$ cat src/rtl/adder_share_arbiter.sv
// Round-robin sequencer sharing one external adder among NUM_REQ requesters.
// Optional signed-overflow output enabled by defining ADDER_SHARE_ARB_OVF_EN.
//
// state | meaning
// IDLE  | no transaction in flight, grant any pending request
// CALC  | adder inputs stable for one cycle, result captured at the edge
// RESP  | response held until rsp_ready, may grant the next request same cycle
module adder_share_arbiter #(
  parameter int NUM_REQ = 4,
  parameter int ID_W    = 2,
  parameter int WIDTH   = 32
) (
  input  logic                     clk,
  input  logic                     rst_n,
  input  logic [NUM_REQ-1:0]       req_valid,
  output logic [NUM_REQ-1:0]       req_ready,
  input  logic [WIDTH*NUM_REQ-1:0] req_a,
  input  logic [WIDTH*NUM_REQ-1:0] req_b,
  input  logic [NUM_REQ-1:0]       req_cin,
  output logic [WIDTH-1:0]         add_in1,
  output logic [WIDTH-1:0]         add_in2,
  output logic                     add_cin,
  input  logic [WIDTH-1:0]         add_sum,
  input  logic                     add_cout,
  output logic                     rsp_valid,
  input  logic                     rsp_ready,
  output logic [ID_W-1:0]          rsp_id,
  output logic [WIDTH-1:0]         rsp_sum,
  output logic                     rsp_cout,
  output logic                     busy
`ifdef ADDER_SHARE_ARB_OVF_EN
  ,
  output logic                     rsp_ovf
`endif
);

  typedef enum logic [1:0] {IDLE, CALC, RESP} state_t;

  state_t          state, state_nxt;
  logic [ID_W-1:0] rr_ptr;
  logic [ID_W-1:0] id_q;
  logic [ID_W-1:0] winner;
  logic [ID_W-1:0] cand;
  logic            any_valid;
  logic            grant;
  int              sel;

  // Descending scan so the requester closest to rr_ptr is the last to assign.
  always_comb begin
    winner    = '0;
    any_valid = 1'b0;
    cand      = '0;
    sel       = 0;
    for (int k = NUM_REQ - 1; k >= 0; k--) begin
      sel = int'(rr_ptr) + k;
      if (sel >= NUM_REQ) sel = sel - NUM_REQ;
      cand = ID_W'(sel);
      if (req_valid[cand]) begin
        winner    = cand;
        any_valid = 1'b1;
      end
    end
  end

  assign grant     = rst_n & any_valid &
                     ((state == IDLE) | ((state == RESP) & rsp_ready));
  assign req_ready = grant ? (NUM_REQ'(1) << winner) : '0;
  assign busy      = (state != IDLE);

  always_ff @(posedge clk or negedge rst_n) begin
    if (!rst_n) state <= IDLE;
    else        state <= state_nxt;
  end

  always_comb begin
    state_nxt = state;
    case (state)
      IDLE: if (any_valid) state_nxt = CALC;
      CALC: state_nxt = RESP;
      RESP: if (rsp_ready) state_nxt = any_valid ? CALC : IDLE;
      default: state_nxt = IDLE;
    endcase
  end

  always_ff @(posedge clk or negedge rst_n) begin
    if (!rst_n) begin
      rr_ptr    <= '0;
      id_q      <= '0;
      add_in1   <= '0;
      add_in2   <= '0;
      add_cin   <= 1'b0;
      rsp_valid <= 1'b0;
      rsp_id    <= '0;
      rsp_sum   <= '0;
      rsp_cout  <= 1'b0;
    end else begin
      if (grant) begin
        add_in1 <= req_a[winner*WIDTH +: WIDTH];
        add_in2 <= req_b[winner*WIDTH +: WIDTH];
        add_cin <= req_cin[winner];
        id_q    <= winner;
        rr_ptr  <= (winner == ID_W'(NUM_REQ - 1)) ? '0 : winner + 1'b1;
      end
      if (state == CALC) begin
        rsp_sum   <= add_sum;
        rsp_cout  <= add_cout;
        rsp_id    <= id_q;
        rsp_valid <= 1'b1;
      end else if ((state == RESP) && rsp_ready) begin
        rsp_valid <= 1'b0;
      end
    end
  end

`ifdef ADDER_SHARE_ARB_OVF_EN
  always_ff @(posedge clk or negedge rst_n) begin
    if (!rst_n) begin
      rsp_ovf <= 1'b0;
    end else if (state == CALC) begin
      rsp_ovf <= (add_in1[WIDTH-1] == add_in2[WIDTH-1]) &
                 (add_sum[WIDTH-1] != add_in1[WIDTH-1]);
    end
  end
`endif

endmodule
$ cat config.mk
export PLATFORM = sky130hd
export DESIGN_NAME = adder_share_arbiter
export DESIGN_NICKNAME = d
export VERILOG_FILES = /design/src/rtl/adder_share_arbiter.sv
export SDC_FILE = /design/constraint.sdc
export NUM_CORES = 1
export LEC_CHECK = 0
export CAP_MARGIN = 15
export CORE_AREA = 2 2 160 162
export CTS_CLUSTER_SIZE = 16
export DETAILED_ROUTE_END_ITERATION = 8
export DIE_AREA = 0 0 162 164
export GPL_TIMING_DRIVEN = 0
export PLACE_DENSITY = 0.7
export SETUP_SLACK_MARGIN = 0.5
export SLEW_MARGIN = 20
export SYNTH_ARGS = -nofsm -noshare
export SYNTH_HDL_FRONTEND = slang
export SYNTH_SLANG_ARGS = --single-unit
$ cat constraint.sdc
create_clock -name clk -period 5.2 [get_ports clk]
set_clock_uncertainty 0.1 [all_clocks]
set_input_delay 1.04 -clock clk [delete_from_list [all_inputs] [get_ports clk]]
set_output_delay 1.04 -clock clk [all_outputs]
set_load 0.03 [all_outputs]
# [Word-level counts from Yosys, hierarchy flattened]
# Index checks and enable logic that the tools add are counted.
[classes] n_mux=30 shift=3 n_eq_ne=5 add_sub_neg=8 n_reduce_logical=5 magnitude_cmp=9 n_bitwise=4
[op_table] op="variable part select 128 x 8 -> 32 bit" n=2
[op_table] op="2-to-1 mux 2 bit" n=11
[op_table] op="< comparator 2 x 3 -> 1 bit, second input constant" n=5
[op_table] op="2-to-1 mux 1 bit" n=12
[op_table] op="binary-select mux 1 bit (select 2 bit)" n=5
[op_table] op=">= comparator 3 bit, second input constant" n=3
[op_table] op="subtractor 2 x 1 -> 2 bit, second input constant" n=4
[op_table] op="adder 2 x 2 -> 3 bit, second input constant" n=2
[op_table] op="one-hot mux 2 bit (3 select lines)" n=1
[op_table] op="equality test 2 bit, second input constant" n=2
[op_table] op="2-to-1 mux 4 bit" n=1
[op_table] op="inequality test 2 bit, second input constant" n=2
[op_table] op="nonzero test 2 bit" n=2
[op_table] op="<< shifter 1 x 2 -> 4 bit, first input constant" n=1
[op_table] op="adder 2 x 1 -> 3 bit, second input constant" n=1
[op_table] op="bitwise AND 1 bit" n=3
[op_table] op=">= comparator 2 x 3 -> 1 bit, second input constant" n=1
[op_table] op="adder 2 x 1 -> 2 bit, second input constant" n=1
[op_table] op="equality test 2 x 1 -> 1 bit, second input constant" n=1
[op_table] op="zero test 2 bit" n=1
[op_table] op="AND reduction 2 bit" n=1
[op_table] op="logical AND 1 bit" n=1
[op_table] op="OR 1 bit" n=1
[totals] in_bits=300 output_inout_bits=106 regBits=107 word_cells=74

# [Depth between registers and ports, before layout]
[logic_depth] word_depth=12 ltp_mapped=9 mapped_depth_nobuf=5

# [Worst setup path after synthesis]
# No wires, ideal clock.
[synth_path] path_kind="input to output" start="input req_valid[3]" end="output req_ready[1]" path_slack_ns=1.511 n_path_buf=2 stages=6 t_required_ns=4.060 arrival_ns=2.549 cell_sequence="mux2i_1 a2bb2oi_1 nand2_1 buf_4 buf_2 nor3_1"
[synth_between] elab_chain_cells=9 elab_cells_between_ends=20 classes_between="shift (1); mux (17); bitwise (2)"
[synth_lines] element="start, declared" line="15" text="input logic [NUM_REQ-1:0] req_valid,"
[synth_lines] element="binary-select mux 1 bit (select 2 bit)" line="58" text="if (req_valid[cand]) begin"
[synth_lines] element="2-to-1 mux 1 bit (not written as such)" line="58"
[synth_lines] element="2-to-1 mux 1 bit (4 in series)" line="58"
[synth_lines] element="bitwise AND 1 bit (2 in series)" line="65" text="assign grant = rst_n & any_valid &"
[synth_lines] element="2-to-1 mux 4 bit (*)" line="67" text="assign req_ready = grant ? (NUM_REQ'(1) << winner) : '0;"
[synth_lines] element="end, declared" line="16" text="output logic [NUM_REQ-1:0] req_ready,"
# Every way passes the cells marked *; elsewhere a longest branch is shown, timed or not. The select of a mux whose other input is x is not followed.

# [Worst setup path in the final report]
[layout_path] start="input req_valid[1]" end="output req_ready[2]"
# Same word-level chain as after synthesis.

==> flow_summary.toml <==
[yosys]
yosys_register_bits = 107
avgSynthCellArea_um2 = 9.60
syn-num-nets = 937
syn-cell-area_um2 = 6120
synth.distinct_cells = 30
yosysSeqAreaShare = 0.438
ys_warn_count = 0
postSynthCellCount = 637

[worst_setup_path]
crit_arrival_ps = 3360
path_cells = "clkdlybuf4s50_1, nor4_4, nand4bb_1, buf_4, or3_1, buf_2, buf_6, buf_6, nor2_1, dlymetal6s2s_1"
cpMaxStageDelayCell = "clkdlybuf4s50_1"
critPathKind = "primary input to output port"
crit_fanout = 10
cp_top_family = "buffers and inverters"
cpMostUsedCell = "buf_6"
endpoint_kind = "output port"
rrSetupSlack_ps = 2650
critPathBufInv = 6
crit_required_ps = 4060
cp-start-kind = "primary input"
max_stage_delay_ps = 620

[sta]
final.min_clock_period_ps = 4500
hold_viol_final = 0
fmax_mhz = 222
slew_headroom = 0.458
rsz0062_at_grt = "no"
fin_crit_sh = 0.865
tightest_slew_ps = 813
tns_ps = 0
final_max_slew_viol_count = 0
setup_viol = 0

[clock_network]
cts_tree = "yes"
ctsHtreeMaxLevel = 3
cts_buffers = 9
postCtsSetupRepairBufs = 0
clkSinkCount = 107
root_buffer = "clkbuf_16"
cts_hold_buffers = 0
clockBufferDepth = 2
clkLatencyLatePin_ps = 360
clk_pin_slew_ps = 90

[finish]
final_area_um2 = 11000
fillers = 2444
nNetsFinal = 1355
drive_above_1_share = 0.0745
diodes = 0
instances_no_fill = 1390
syn2layout_area_growth_pct = 79.6
final_common_cell = "clkdlybuf4s50_1"
regArea_um2 = 2680
multiInputGateArea_um2 = 3180
final_cell_mix = "400 x clkdlybuf4s50_1, 107 x dfrtp_1, 73 x nand2_1"

[grt]
grt-ovfl-total = 0
grt_pass1_vias = 6906
grt_pass1_wl_mm = 39.8
antenna_found_initial = 0
grt_usage = 0.196
grt_start_max_net_pins = 71

[place]
dpl.hpwl_mm = 20.7
dpl_cell_area_um2 = 10600
dp.cells = 1373
io_buffer_count = 405
place_congestion = 0.879

[die]
die_area_um2 = 26600
fp.coreArea_um2 = 24800
io-pin-count = 406
initial_core_util = 0.247
dieWidth_um = 162
chipHeight_um = 164
rows = 58

[route]
vias = 6793
drt_iter0_drc = 404
avgRoutedWirePerCell_um = 19.4
final_antenna_net_count = 0
drc = 0
drt_wl_total_mm = 26.9
drt_pass1_iterations = 5
viasPerCell = 4.89

[pwr]
combPwrFrac = 0.599
p_switching_mw = 2.55
p_seq_frac = 0.265
peakVddDrop_mv = 0.276
p_int_mw = 3.06
switching_share = 0.455
total_leakage_power_nw = 4.44
power_frac_clock = 0.136
powerDensity_nw_per_um2 = 511

[min_path]
hp-class = "flop to flop"

[outcome]
status = "finished clean"

[run]
max-cap-violations = 0
final timing paths:
path / from / end / depth (start not counted)
max reg2reg: rr_ptr[1] / add_in1[15] / 7
max: req_valid[1] / req_ready[2] / 10
min reg2reg: id_q[0] / id_q[0] / 2
min in group asynchronous: rst_n / add_in2[14] / 1
min: id_q[0] / id_q[0] / 2
max in group asynchronous: rst_n / add_in2[11] / 2
routing by layer:
layer | vias up | routed length, µm | track usage
met3 | 32 | 2160 | 0.0467
met5 | - | 0 | 0
met2 | 340 | 13300 | 0.339
met4 | 0 | 626 | 0.0623
met1 | 3252 | 10900 | 0.242
li1 | 3169 | - | -
final cells by class:
cell class | instances | area share
plain buffers | 62 | 0.0261
clock inverters | 7 | 0.00945
well taps | 330 | 0.0376
repair buffers | 407 | 0.373
flip-flops and latches | 107 | 0.244
multi-input cells | 468 | 0.289
clock buffers | 9 | 0.0205
stage by stage:
step                setup slack (ps)  hold slack (ps)   util  power [mW]
floorplan                       1510              340      -        3.38
global placement               -3520              359  0.426        4.84
detailed placement              71.7              365  0.428        4.89
CTS                              256              388  0.441        5.68
global route                     527              419  0.443        5.96
finish                           699              382  0.443        5.61
power by group through the flow:
stage	Clock [mW]	Combinational (mW)	Sequential [mW]
after global routing	0.830	3.59	1.54
after CTS	0.791	3.40	1.49
after floorplan	0	1.18	2.20
after global placement	0	3.36	1.48
after detailed placement	0	3.39	1.50
final	0.763	3.36	1.49
worst register-to-register path, cell delays in order (launching register included):
cell      delay, ps
dfrtp_1         470
nand2b_1        160
a21o_1          150
clkbuf_1        620
clkbuf_1        510
nand3_1         210
a21o_1          190
o211ai_1         80
cell families (layout without fill, tap and decap cells):
| kind of cell | count (synthesis) | count (layout) | share of synthesized area |
|---|---|---|---|
| multiplexers | 101 | 101 | 0.172 |
| AND/OR/NAND/NOR | 160 | 160 | 0.118 |
| XOR/XNOR | 1 | 1 | 0.00143 |
| AO/OA/AOI/OAI | 206 | 206 | 0.224 |
| flip-flops | 107 | 107 | 0.438 |
| buffers and inverters | 62 | 485 | 0.0460 |
flip-flops by register name (all words and copies together) (netlist names):
signal     count
rsp_sum       32
add_cin        1
rsp_id         2
rsp_cout       1
state          2
id_q           2
add_in1       32
rsp_valid      1
add_in2       32
rr_ptr         2
Yosys cell counts, drive strengths merged:
master	number	area share
a211oi	1	0.0012
a21o	66	0.081
a21oi	4	0.0033
a2bb2oi	1	0.0014
buf	25	0.023
clkbuf	37	0.023
dfrtp	107	0.44
mux2	35	0.064
mux2i	66	0.11
nand2	73	0.045
nand2b	4	0.0041
nand3	65	0.053
nand4bb	1	0.0018
nor2	8	0.0049
nor2b	1	0.0010
nor3	2	0.0016
nor3b	1	0.0012
nor4	1	0.0010
nor4bb	1	0.0016
o211ai	65	0.080
o21ai	67	0.055
o21bai	1	0.0012
o2bb2ai	1	0.0014
or2	2	0.0020
or3	1	0.0010
xnor2	1	0.0014
timing repair:
| item | 4_1_cts | 5_1_grt |
|---|---|---|
| resized for setup | 5 | 12 |
| hold endpoints to repair | 0 | 0 |
| endpoints found under the setup margin | 4 | 4 |
| cloned | 0 | 1 |
Note: power is estimated with default switching activity, not from simulation.
==> patch, RTL diff (config.mk and constraints unchanged) <==
The option `ADDER_SHARE_ARB_OVF_EN` is turned on by a define.
--- a/src/rtl/adder_share_arbiter.sv
+++ b/src/rtl/adder_share_arbiter.sv
@@ -7,2 +7,4 @@
 // RESP  | response held until rsp_ready, may grant the next request same cycle
+`define ADDER_SHARE_ARB_OVF_EN
+
 module adder_share_arbiter #(
Behaviour (old outputs only; new: rsp_ovf): unchanged (equiv_simple and equiv_induct, registers matched by name and starting in step).
==> patch against the unedited design <==
Worst setup slack got worse by 12 ps. Combinational power increased by 3%. Sequential cell count grew 1. Area after synthesis up 0.65%. Power grew 1.4%. Wire length rose by 12%. Design area hardly changed. Via count rose by 6.8%. Core utilization is essentially flat. Critical path type unchanged. Largest power group unchanged.
==> patch: results (changes against the unedited design) <==
| Parameter | Value | Unit | Change |
|---|---|---|---|
| Pin slew with the least headroom to its limit | 847 | ps | +34.6 ps |
| Capture instance of the worst register-to-register path | add_in2[8] | - |  |
| Leading post-synthesis cells by cell area | sky130_fd_sc_hd__dfrtp_1 (44%), sky130_fd_sc_hd__nand3_1 (11%), sky130_fd_sc_hd__a32oi_1 (9.2%) | - |  |
| Final GP Congestion | 0.883 | - | +0.40% |
| Commonest cells in the netlist | sky130_fd_sc_hd__nand3_1 (130), sky130_fd_sc_hd__dfrtp_1 (108), sky130_fd_sc_hd__a21boi_0 (65), sky130_fd_sc_hd__a32oi_1 (65), sky130_fd_sc_hd__and3_1 (65) | - |  |
| Number of global-route vias before repair | 7,367 | - | +6.7% |
| Launch point of the worst path | req_valid[3] | - |  |
| Outcome | finished, final reports clean | - |  |
| Nets in the synthesized netlist | 954 | - | +1.8% |
| Pin count of the biggest net entering global routing | 70 | - | -1.4% |
| Portion of the post-synthesis area used by sequential elements | 0.439 | - | +0.00122 |
| Instance count along the most critical hold path | 1 | - | -1 |
| Worst R2R Setup Slack | 2210 | ps | -440 ps |
| Wirelength, routed | 30.0 | mm | +12% |
| Initial drt markers | 519 | - | +28% |
| Total via count after detailed routing | 7,257 | - | +6.8% |
| Fillers | 2,496 | - | +2.1% |
| Clock-pin slew reported for the worst setup and hold paths after clock tree synthesis | 70 | ps | -20 ps |
| Layout cells sized above 1 | 0.0741 | - | -0.000386 |
| Drt via density | 5.15 | - | +5.4% |
| Number of port buffers | 406 | - | +0.25% |
| Overall track demand over capacity in global routing | 0.218 | - | +0.0219 |
| Maximum resistive drop on vdd | 0.270 | mV | -2.1% |
| Leakage power of the design | 4.44 | nW | about the same |
| Global-route wire length before repair | 44.0 | mm | +11% |
| Area Overhead vs Synth | 78.6 | % |  |
patch: changes by cell type after synthesis, sizes merged, moves of 6 or more:
cell,before,now
a21o,66,3
buf,25,19
clkbuf,37,57
nand3,65,130
a21boi,0,65
and3,0,65
o211ai,65,0
a32oi,0,66
nand2,73,3
mux2i,66,1
patch: what timing repair did:
| action | CTS | global route |
|---|---|---|
| setup buffers | 2 | 0 |
| cloned | 0 | 0 |
| hold buffers | 0 | 0 |
| endpoints found under the hold margin | 0 | 0 |
| gates resized for setup | 5 | 5 |
| endpoints found under the setup margin | 4 | 4 |
| pin swaps | 1 | 0 |
patch: through the flow:
step	setup TNS (ps)	hold WS, ps	worst slack (ps)
finish	0	379	688
global route	0	400	537
CTS	0	380	510
detailed placement	-229	362	-138
global placement	-359980	353	-3710
floorplan	0	344	1450
patch: cell families (layout without fill, tap and decap cells):
logic type / Yosys count / in the layout / synth area share
and+or+nand+nor: 221 / 221 / 0.196
buffers and inverters: 79 / 504 / 0.0567
xor gates and xnor gates: 1 / 1 / 0.00142
DFF: 108 / 108 / 0.439
AOI/OAI and AO/OA: 209 / 209 / 0.241
muxes: 36 / 36 / 0.0656
patch: routing by layer:
layer	track usage	wire [um]	vias up
li1	-	-	3336
met1	0.275	12300	3471
met2	0.372	14400	389
met3	0.0510	2470	55
met4	0.0676	824	6
met5	0	38	-
patch: report_power, final:
part,internal (W),switching (W),leakage (nW)
clock,0.000384,0.000364,0.150
combinational,0.00147,0.00198,2.97
sequential,0.00125,0.000247,1.32
total,0.00310,0.00259,4.44
patch: final cells by class:
type,instances,area share
buffer,76,0.0311
clock inverter,7,0.00751
clock buffer,9,0.0205
inverter,3,0.00102
tap,330,0.0375
multi-input combinational,467,0.283
timing repair buffer,409,0.374
sequential,108,0.246
patch: critical path: stages:
cell and delay [ps]:
sky130_fd_sc_hd__clkdlybuf4s50_1 560, sky130_fd_sc_hd__mux2i_1 130, sky130_fd_sc_hd__a32oi_2 270, sky130_fd_sc_hd__nand2_2 180, sky130_fd_sc_hd__buf_2 260, sky130_fd_sc_hd__clkbuf_2 240
sky130_fd_sc_hd__nor3_1 240, sky130_fd_sc_hd__clkdlybuf4s15_1 440
patch: worst max path at each step:
stage,to,depth (start not counted),slack (ps)
final,req_ready[1],8,690
after global routing,req_ready[1],8,540
after CTS,req_ready[2],8,510
after detailed placement,req_ready[1],8,-140
after global placement,req_ready[1],6,-3710
after floorplan,req_ready[1],6,1450
